$ cat src/rtl/cipher_pkg.sv
`default_nettype none
// cipher_pkg -- shared sizes and controller state encoding for the cipher RAM path.
// Rev 1.0
package cipher_pkg;

  localparam int BLOCK_BYTES = 8;
  localparam int KEY_BYTES   = 16;
  localparam int BLOCK_W     = 8 * BLOCK_BYTES;
  localparam int KEY_W       = 8 * KEY_BYTES;
  localparam int ADDR_W      = 8;

  typedef enum logic [2:0] {
    IDLE     = 3'd0,
    LOAD     = 3'd1,
    SEND     = 3'd2,
    WAIT_RES = 3'd3,
    STORE    = 3'd4,
    DONE     = 3'd5
  } ctrl_state_t;

endpackage
`default_nettype wire

$ cat src/rtl/cipher_ram_ctrl.sv
`default_nettype none
// cipher_ram_ctrl -- reads plaintext/key RAMs, hands the packed block to the cipher core,
// writes the core result back to the result RAM byte by byte.  Rev 1.0
module cipher_ram_ctrl #(
  parameter int DATA_BYTES = cipher_pkg::BLOCK_BYTES,
  parameter int KEY_BYTES  = cipher_pkg::KEY_BYTES,
  parameter logic [cipher_pkg::ADDR_W-1:0] PT_BASE  = '0,
  parameter logic [cipher_pkg::ADDR_W-1:0] KEY_BASE = '0,
  parameter logic [cipher_pkg::ADDR_W-1:0] DST_BASE = '0
) (
  input  logic                          clk,
  input  logic                          rst_n,
  input  logic                          start,
  output logic                          busy,
  output logic                          done,
  output logic [cipher_pkg::ADDR_W-1:0] pt_addr,
  input  logic [7:0]                    pt_dout,
  output logic [cipher_pkg::ADDR_W-1:0] key_addr,
  input  logic [7:0]                    key_dout,
  output logic                          ct_we,
  output logic [cipher_pkg::ADDR_W-1:0] ct_addr,
  output logic [7:0]                    ct_din,
  output logic                          blk_valid,
  input  logic                          blk_ready,
  output logic [8*DATA_BYTES-1:0]       blk_data,
  output logic [8*KEY_BYTES-1:0]        key_data,
  input  logic                          res_valid,
  output logic                          res_ready,
  input  logic [8*DATA_BYTES-1:0]       res_data
);
  import cipher_pkg::*;

  localparam int CNT_W = $clog2(KEY_BYTES + 1);
  localparam logic [CNT_W-1:0] CNT_LOAD_END  = CNT_W'(KEY_BYTES);
  localparam logic [CNT_W-1:0] CNT_STORE_END = CNT_W'(DATA_BYTES - 1);

  ctrl_state_t              state, state_next;
  logic [CNT_W-1:0]         cnt, cnt_next;
  logic [8*DATA_BYTES-1:0]  res_q;

  always_ff @(posedge clk) begin
    if (!rst_n) begin
      state <= IDLE;
      cnt   <= '0;
    end else begin
      state <= state_next;
      cnt   <= cnt_next;
    end
  end

  always_comb begin
    state_next = state;
    cnt_next   = cnt;
    busy       = 1'b0;
    done       = 1'b0;
    blk_valid  = 1'b0;
    res_ready  = 1'b0;
    ct_we      = 1'b0;
    ct_addr    = '0;
    ct_din     = '0;
    case (state)
      IDLE: begin
        if (start) begin
          state_next = LOAD;
          cnt_next   = '0;
        end
      end
      LOAD: begin
        busy = 1'b1;
        if (cnt == CNT_LOAD_END) begin
          state_next = SEND;
          cnt_next   = '0;
        end else begin
          cnt_next = cnt + CNT_W'(1);
        end
      end
      SEND: begin
        busy      = 1'b1;
        blk_valid = 1'b1;
        if (blk_ready) state_next = WAIT_RES;
      end
      WAIT_RES: begin
        busy      = 1'b1;
        res_ready = 1'b1;
        if (res_valid) begin
          state_next = STORE;
          cnt_next   = '0;
        end
      end
      STORE: begin
        busy    = 1'b1;
        ct_we   = 1'b1;
        ct_addr = DST_BASE + ADDR_W'(cnt);
        ct_din  = res_q[8*(DATA_BYTES - 1 - int'(cnt)) +: 8];
        if (cnt == CNT_STORE_END) begin
          state_next = DONE;
          cnt_next   = '0;
        end else begin
          cnt_next = cnt + CNT_W'(1);
        end
      end
      DONE: begin
        busy       = 1'b1;
        done       = 1'b1;
        state_next = IDLE;
      end
      default: state_next = IDLE;
    endcase
  end

  // Addresses are registered one step ahead of the capture, matching the RAM's
  // one-cycle read latency: byte n is presented at cnt=n and captured at cnt=n+1.
  always_ff @(posedge clk) begin
    if (!rst_n) begin
      pt_addr  <= '0;
      key_addr <= '0;
      blk_data <= '0;
      key_data <= '0;
      res_q    <= '0;
    end else begin
      case (state)
        IDLE: begin
          if (start) begin
            pt_addr  <= PT_BASE;
            key_addr <= KEY_BASE;
          end
        end
        LOAD: begin
          if (int'(cnt) + 1 < KEY_BYTES)
            key_addr <= KEY_BASE + ADDR_W'(cnt) + ADDR_W'(1);
          if (int'(cnt) + 1 < DATA_BYTES)
            pt_addr <= PT_BASE + ADDR_W'(cnt) + ADDR_W'(1);
          if (cnt != '0)
            key_data[8*(KEY_BYTES - int'(cnt)) +: 8] <= key_dout;
          if (cnt != '0 && int'(cnt) <= DATA_BYTES)
            blk_data[8*(DATA_BYTES - int'(cnt)) +: 8] <= pt_dout;
        end
        WAIT_RES: begin
          if (res_valid) res_q <= res_data;
        end
        default: ;
      endcase
    end
  end

endmodule
`default_nettype wire

$ cat config.mk
export PLATFORM = sky130hd
export DESIGN_NAME = cipher_ram_ctrl
export DESIGN_NICKNAME = d
export VERILOG_FILES = /design/src/rtl/cipher_pkg.sv /design/src/rtl/cipher_ram_ctrl.sv
export SDC_FILE = /design/constraint.sdc
export NUM_CORES = 1
export LEC_CHECK = 0
export CAP_MARGIN = 40
export CORE_ASPECT_RATIO = 1.5
export CORE_MARGIN = 5
export CORE_UTILIZATION = 46
export CTS_BUF_LIST = sky130_fd_sc_hd__clkbuf_4 sky130_fd_sc_hd__clkbuf_8
export DETAILED_ROUTE_END_ITERATION = 6
export HOLD_SLACK_MARGIN = 0.12
export PLACE_DENSITY = 0.86
export SYNTH_ARGS = -nofsm -noshare
export SYNTH_HDL_FRONTEND = slang
export SYNTH_SLANG_ARGS = --single-unit
$ cat constraint.sdc
create_clock -name clk -period 5.2 [get_ports clk]
set_input_delay 0.78 -clock clk [delete_from_list [all_inputs] [get_ports clk]]
set_output_delay 0.78 -clock clk [all_outputs]
set_load 0.01 [all_outputs]
### Yosys cells after proc, flatten, opt, wreduce, memory -nomap -nowiden

Cells that the tools add are included.

* output and inout bits: 229
* register bits after elaboration: 280
* input bits: 85
* word-level logic and storage cells: 75

* magnitude comparators: 3
* equality and inequality tests: 14
* reductions and logical operators: 13
* $add $sub $neg: 8
* mux-type cells: 25
* shifts and indexed selects: 5

Operators with widths (count)
* 128-bit bitwise mux: 1
* 8-bit by 33-bit variable shift with 128-bit output (first input constant): 1
* 8-bit by 33-bit variable part select with 128-bit output: 1
* 9-bit negator with 33-bit output: 2
* 64-bit bitwise mux: 1
* 8-bit by 33-bit variable shift with 64-bit output (first input constant): 1
* 64-bit by 9-bit variable part select with 8-bit output: 1
* 8-bit by 33-bit variable part select with 64-bit output: 1
* 32-bit by 6-bit < comparator with 1-bit output (second input constant): 1
* 8-bit two-way mux: 4
* 8-bit case mux with 2 select lines: 2
* 5-bit two-way mux: 5
* 5-bit case mux with 4 select lines: 1
* 3-bit two-way mux: 5
* 3-bit case mux with 5 select lines: 1
* 2-bit != test (second input constant): 7
* 5-bit by 1-bit adder with 6-bit output (second input constant): 2
* 3-bit AND reduction: 3
* 3-bit by 2-bit == test with 1-bit output (second input constant): 2
* 3-bit == test (second input constant): 2
* 6-bit by 4-bit < comparator with 1-bit output (second input constant): 1
* 2-bit AND reduction: 3
* 3-bit by 5-bit subtractor with 6-bit output (first input constant): 1
* 4-bit by 5-bit subtractor with 6-bit output (first input constant): 1
* 14 further kinds: 18

### Logic depth before layout (Yosys ltp)

Gate-level depths: netlist (run 1).

* word-level depth: 4
* depth in mapped cells: 20
* depth with buffers taken out: 13

### Worst setup path before layout (run 1)

No wires, ideal clock.

* path kind: register -> register
* from: reg cnt[1]
* to: reg key_data[40]
* clock period less this slack: 5.100 ns
* arrival time: 4.968 ns
* setup slack: 0.100 ns
* library setup time: 0.132 ns
* data required time: 5.068 ns
* path buffers: 6
* cell stages (with the launch flop): 18
* cells stage by stage: dfxtp_1 clkbuf_1 clkbuf_1 buf_1 inv_1 ha_1 clkbuf_1 clkbuf_1 nor2_1 and3_1 nand2_1 ha_1 or4_4 nor4_4 o221ai_4 or4_1 buf_6 mux2i_1

* cells in the longest elaborated chain, start to end: 4
* elaborated cells between the ends (all ways): 7
* those cells by class: add/sub: 2; shift: 2; mux: 1; reduce/logical: 2

RTL lines
* start: declaration: RTL line cipher_ram_ctrl.sv:38 `logic [CNT_W-1:0] cnt, cnt_next;`
* start signal: assignment: RTL line cipher_ram_ctrl.sv:47 `cnt <= cnt_next;`
* 5-bit by 5-bit subtractor with 6-bit output: RTL line cipher_ram_ctrl.sv:134 `key_data[8*(KEY_BYTES - int'(cnt)) +: 8] <= key_dout;`
* 9-bit negator with 33-bit output: RTL line cipher_ram_ctrl.sv:134
* 8-bit by 33-bit variable part select with 128-bit output / 8-bit by 33-bit variable shift with 128-bit output (equally long branches): RTL line cipher_ram_ctrl.sv:134
* 128-bit bitwise mux: RTL line cipher_ram_ctrl.sv:134
* end signal: indexed assignment: RTL line cipher_ram_ctrl.sv:134
* end: declaration: RTL line cipher_ram_ctrl.sv:26 `output logic [8*KEY_BYTES-1:0] key_data,`

Parallel ways exist; a longest one is shown, timed or not.
A chain may end at the register's enable or synchronous reset.

### Final worst setup path (run 1)

* from: reg cnt[0]
* to: reg key_data[84]

The elaborated chain is that of the path after synthesis.

==> results.sh, run 1 <==
export IMPL_final_setup_viol_count=0
export IMPL_p_switching_uw=1150
export IMPL_layout_drive_gt1_share_pct=8.66
export IMPL_ys_flop_type="dfxtp_1"
export IMPL_fmax_mhz=209
export IMPL_seq_area_frac_synth_pct=44.4
export IMPL_final_net_count=1784
export IMPL_die_area_mm2=0.0305
export IMPL_place_hpwl_um=28800
export IMPL_finClkSkew_ns=0.0175
export IMPL_grt_pass1_wl_um=60600
export IMPL_cp_start_kind="flop"
export IMPL_end_kind="flop"
export IMPL_io_buffer_count=306
export IMPL_status="completed"
export IMPL_ys_warn_count=0
export IMPL_cp_arrival_ns=5.20
export IMPL_sequentialPowerShare_pct=46.0
export IMPL_powerDensity_mw_per_mm2=277
export IMPL_cap_violations=0
export IMPL_netlist_instances=1418
export IMPL_rr_worst_depth=13
export IMPL_htree_num_levels=2
export IMPL_ys_async_sr_fraction_pct=0
export IMPL_cts_root_buf="clkbuf_8"
export IMPL_synth_area_mm2=0.0125
export IMPL_hold_viol=0
export IMPL_grt_max_degree=88
export IMPL_cell_internal_pwr_uw=3470
export IMPL_routed_via_density=5.70
export IMPL_slew_limit_headroom_pct=41.0
export IMPL_fin_tns_setup_ns=0
export IMPL_initial_core_util_pct=46.9
export IMPL_hp_class="reg2reg"
export IMPL_leakage_uw=0.00612
export IMPL_synth_top_cell_by_area="dfxtp_1"
export IMPL_rows=73
export IMPL_synth_seq_cells=276
export IMPL_dp_cells=1971
export IMPL_vias=11665
export IMPL_clk_pin_slew_ns=0.06
export IMPL_wirelength_um=39600
export IMPL_io_pins=314
export IMPL_antennaDiodeCount=0
export IMPL_clock_sinks=276
export IMPL_rsz0062_at_grt="false"
export IMPL_r2r_end="key_data[84]"
export IMPL_first_pass_iters=5
export IMPL_min_period_ns=4.78
export IMPL_worstReg2RegStart="cnt[0]"
export IMPL_coreArea_mm2=0.0266
export IMPL_required_ns=5.62
export IMPL_place_gp_congestion=0.869
export IMPL_ant_nets=0
export IMPL_synthDistinctLibCells=68
export IMPL_crit_end="key_data[84]"
export IMPL_clkLatencyLatePin_ns=0.56
export IMPL_synth_top_area_share_pct=44.4
export IMPL_crit_fanout=11
export IMPL_drt_iter0_markers=799
export IMPL_sw_frac_of_total_pct=24.8
export IMPL_pwr_share_clk_pct=43.9
export IMPL_die_h_um=212
export IMPL_cts_resized=0
export IMPL_grt_pass1_vias=11488
export IMPL_drc=0
export IMPL_yosysMostFrequentCell="nand2_1"
export IMPL_syn_area_per_cell_um2=8.78
export IMPL_cts_tree="done"
export IMPL_r2r_setup_slack_ns=0.42
export IMPL_max_clock_path_buffers=3
export IMPL_grt_util_all_layers_pct=24.8
export IMPL_postCtsSetupBuffers=0
export IMPL_synthTopCellsByCount="nand2_1 (305), dfxtp_1 (276), a21oi_1 (141)"
export IMPL_synth_edf_count=0
export IMPL_die_w_um=144
export IMPL_grt_overflow_total=0
export IMPL_cts_buffers=42
export IMPL_drv_slew=0
export IMPL_syn_to_final_growth_pct=33.8
export IMPL_comb_power_share_pct=10.1
export IMPL_wl_per_cell_um=19.4
export IMPL_final_cell_count_no_fill=2046
export IMPL_worst_pin_slew_ns=0.885
export IMPL_synthTopCellsByArea="dfxtp_1 (44%), mux2i_1 (11%), nand2_1 (9.2%)"
export IMPL_vdd_ir_drop_max_v=0.000213
export IMPL_crit_type="reg2reg"
export IMPL_ctsHoldBuffers=0
export IMPL_antenna_found_initial=0
export IMPL_setup_worst_path_start="cnt[0]"
export IMPL_fin_crit_sh_pct=91.9
worst min path at each step:
stage	depth (start not counted)	to	slack [ns]	from
2_1_floorplan	2	res_q[10]	0.43	res_q[10]
3_3_place_gp	2	res_q[2]	0.44	res_q[2]
3_5_place_dp	2	res_q[41]	0.44	res_q[41]
4_1_cts	2	res_q[41]	0.45	res_q[41]
5_1_grt	2	res_q[7]	0.47	res_q[7]
6_report	2	res_q[41]	0.45	res_q[41]
metrics by stage:
stage / hold slack [ns] / area, um2 / power, uW / util (%) / setup slack, ns
2_1_floorplan: 0.433 / 12500 / 2450 / - / 0.0998
3_3_place_gp: 0.438 / 15600 / 2620 / 58.7 / 0.609
3_5_place_dp: 0.444 / 15700 / 2630 / 59.1 / 0.467
4_1_cts: 0.452 / 16700 / 4640 / 62.7 / 0.458
5_1_grt: 0.471 / 16700 / 4760 / 62.7 / 0.130
6_report: 0.449 / 16700 / 4610 / 62.7 / 0.419
worst max-delay path: stages (launching register included):
cell and delay (ns):
dfxtp_2 0.33, clkinv_1 0.16, ha_1 0.26, nand2b_1 0.25, nor2_1 0.12, ha_1 0.46
and3_1 0.28, nand2_1 0.08, ha_1 0.30, or4_4 0.55, nor4_4 0.45, o22ai_1 0.36
or4b_1 0.85, mux2i_1 0.20
registers in the layout (all words and copies together), names as in the netlist:
| name | count |
|---|---|
| blk_data | 64 |
| cnt | 5 |
| key_addr | 6 |
| key_data | 128 |
| pt_addr | 6 |
| res_q | 64 |
| state | 3 |
cells in the final DEF (no fill, tap or decap), types with 11 or more instances in the layout:
cell and n:
a21oi_1 141, clkdlybuf4s50_1 305, clkbuf_8 55, nand4_1 47, nor2b_1 14, o21ai_0 64, buf_4 25, nand2b_1 14
and3_1 12, nand2_1 304, nor2_1 38, nor3b_1 11, ha_1 21, mux4_2 16, clkbuf_4 13, mux2i_1 138
dfxtp_1 275, nand3_1 49
kinds of logic (layout without fill, tap and decap cells):
logic type	Yosys count	after routing	share of synthesized area (%)
XOR/XNOR	10	10	0.703
flip-flops	276	276	44.4
AND/OR/NAND/NOR	573	573	23.0
multiplexers	155	155	14.1
buffers and inverters	135	420	4.55
AO/OA/AOI/OAI	247	247	11.2
adder cells (fa/ha/maj)	21	21	2.11
other	1	7	0.0301
power by group through the flow:
stage	Combinational, uW	Sequential (uW)	Clock, uW
2_1_floorplan	286	2170	0
3_3_place_gp	449	2170	0
3_5_place_dp	458	2170	0
4_1_cts	459	2120	2050
5_1_grt	498	2120	2140
6_report	466	2120	2030
layout make-up:
class / count / area, um2
repair buffers: 335 / 3310
clock buffers: 68 / 855
inverters: 10 / 40.0
well taps: 337 / 422
multi-input cells: 1013 / 6400
clock inverters: 7 / 113
fillers: 2138 / 9920
flip-flops and latches: 276 / 5530
metal layers:
layer,vias up,global-route usage [%],wire length (um)
met5,-,0,0
met4,0,13.8,2210
li1,5503,-,-
met2,511,45.1,20500
met3,136,5.15,3000
met1,5515,26.0,14000
Power figures use the tool's default switching activity.
==> inputs of run 2 (changes only) <==
--- a/config.mk
+++ b/config.mk
@@ -11,6 +11,7 @@
 export CORE_UTILIZATION = 46
 export CTS_BUF_LIST = sky130_fd_sc_hd__clkbuf_4 sky130_fd_sc_hd__clkbuf_8
 export DETAILED_ROUTE_END_ITERATION = 6
+export GPL_ROUTABILITY_DRIVEN = 1
 export HOLD_SLACK_MARGIN = 0.12
 export PLACE_DENSITY = 0.86
 export SYNTH_ARGS = -nofsm -noshare
==> results of run 2 <==
Same layout as run 1: the final DEF is identical, and so are final timing and power.
==> variant: new RTL, settings of run 2 <==
Encoding of `ctrl_state_t`: now one-hot (6 bits for 6 states).
--- a/src/rtl/cipher_pkg.sv
+++ b/src/rtl/cipher_pkg.sv
@@ -9,13 +9,13 @@
   localparam int KEY_W       = 8 * KEY_BYTES;
   localparam int ADDR_W      = 8;
 
-  typedef enum logic [2:0] {
-    IDLE     = 3'd0,
-    LOAD     = 3'd1,
-    SEND     = 3'd2,
-    WAIT_RES = 3'd3,
-    STORE    = 3'd4,
-    DONE     = 3'd5
+  typedef enum logic [5:0] {
+    IDLE     = 6'b000001,
+    LOAD     = 6'b000010,
+    SEND     = 6'b000100,
+    WAIT_RES = 6'b001000,
+    STORE    = 6'b010000,
+    DONE     = 6'b100000
   } ctrl_state_t;
 
 endpackage
Behaviour: no difference found for any inputs over 4 cycles, from zero or initial values and one cycle with rst_n low; so few cycles prove little.
==> variant against run 2 <==
Worst setup slack gained 0.065 ns. Die area grew 1.0%. Sequential share of layout area grew 0.17 points. Sequential cell count grew 3. Total power shrank 2.5%. Final area grew 0.59%. Wire length grew 4.2%. Count of clock-buffer cells in the layout shrank 3. Area after synthesis grew 1.1%.
==> variant: results (changes against run 2) <==
metric	value	unit	change
met3 routed WL	2997	um	-0.17%
clock power share	42.6	%	-1.3 points
post-CTS setup buffers	0		unchanged
CTS root buffer	clkbuf_8		
# port buffers	306		unchanged
Vias	12440		+6.6%
Worst Tran Pin Value	0.8861	ns	+0.0007358 ns
sequential fraction of design power	47.9	%	+1.9 points
post-CTS resize count	0		unchanged
Area contributors post-synth	dfxtp_1 (44%), nand2_1 (8.8%), a21oi_1 (7.8%)		
Hold Crit Class	reg2reg		
grt met1 use	27.15	%	+1.1 points
layout cells sized above 1	8.051	%	-0.61 points
Post-synth top cells	nand2_1 (295), dfxtp_1 (279), a21oi_1 (196), o21ai_0 (119), clkbuf_1 (96)		
nets	1878		+5.3%
Yosys cell types	59		-13%
vias per inst	5.805		+1.8%
Worst path max stage delay	0.70	ns	-0.15 ns
critical hold path startpoint	res_q[33]		
met1 WL	14710	um	+5.4%
Crit Path Max Fanout	42		+31
top power group	sequential cells		
gr usage total	25.28	%	+0.50 points
Slowest cell on crit path	a221o_2		
# placed instances	2068		+4.9%
Switch Pwr	0.001132	W	-1.2%
met2 WL	21100	um	+3.1%
main flop type after synthesis	dfxtp_1		
Placement Cell Area	15850	um^2	+0.99%
Clock net power	0.00192	W	-5%
Starting DRT DRC Count	974		+22%
initial antenna violation count	0		unchanged
reg2reg start	cnt[0]		
pin count of the biggest net entering global routing	110		+25%
wire per inst	19.28	um	-0.49%
cell family with most CP delay	simple AND/OR/NAND/NOR gates		
Final GP Congestion	0.9383		+7.9%
register area share after synthesis	44.36	%	about the same
Peak VDD IR	0.0002206	V	+3.6%
Worst Skew	0.03432	ns	+0.01684 ns
Mapped Cells	1511		+6.6%
GR Util met3	5.565	%	+0.41 points
Antenna diodes	0		unchanged
CP arrival	5.20	ns	about the same
pre-CTS setup slack	0.5956	ns	+0.1284 ns
total CTS buffers	43		+2.4%
Post-DP HPWL	29870	um	+3.7%
first-pass GRT wire length	64310	um	+6.2%
met2 usage	45.11	%	about the same
leak pwr	5.980	nW	-2.3%
status	completed		
-- variant: changes by cell type after synthesis, sizes merged, moves of 9 or more --
cell / delta
a21oi: +55
buf: -11
clkbuf: +14
mux2i: -49
nand2: -10
nand3: +26
nand4: +10
nand4b: -9
nor3b: -10
o2111ai: -9
o21ai: +55
or3: +25
-- variant: worst paths after layout --
kind	end	slack (ns)	cells past startpoint
max	key_data[125]	0.48	13
min	res_q[33]	0.45	2
max reg2reg	key_data[125]	0.48	13
min reg2reg	res_q[33]	0.45	2
-- variant: final cells by class --
cell class              instances  area [um^2]
clock inverters                10        77.57
well taps                     342        427.9
multi-input cells            1101         6490
clock buffers                  65        832.0
flip-flops and latches        279         5587
repair buffers                337         3308
inverters                       9        38.79
fillers                      2270        10370
-- variant: cells by family after synthesis --
group	Yosys count	synth area share, %
other	1	0.02979
DFF	279	44.36
buffers and inverters	137	4.433
and+or+nand+nor	620	24.30
adders and majority gates	22	2.186
muxes	106	10.03
AOI/OAI and AO/OA	339	14.17
xor gates and xnor gates	7	0.4870
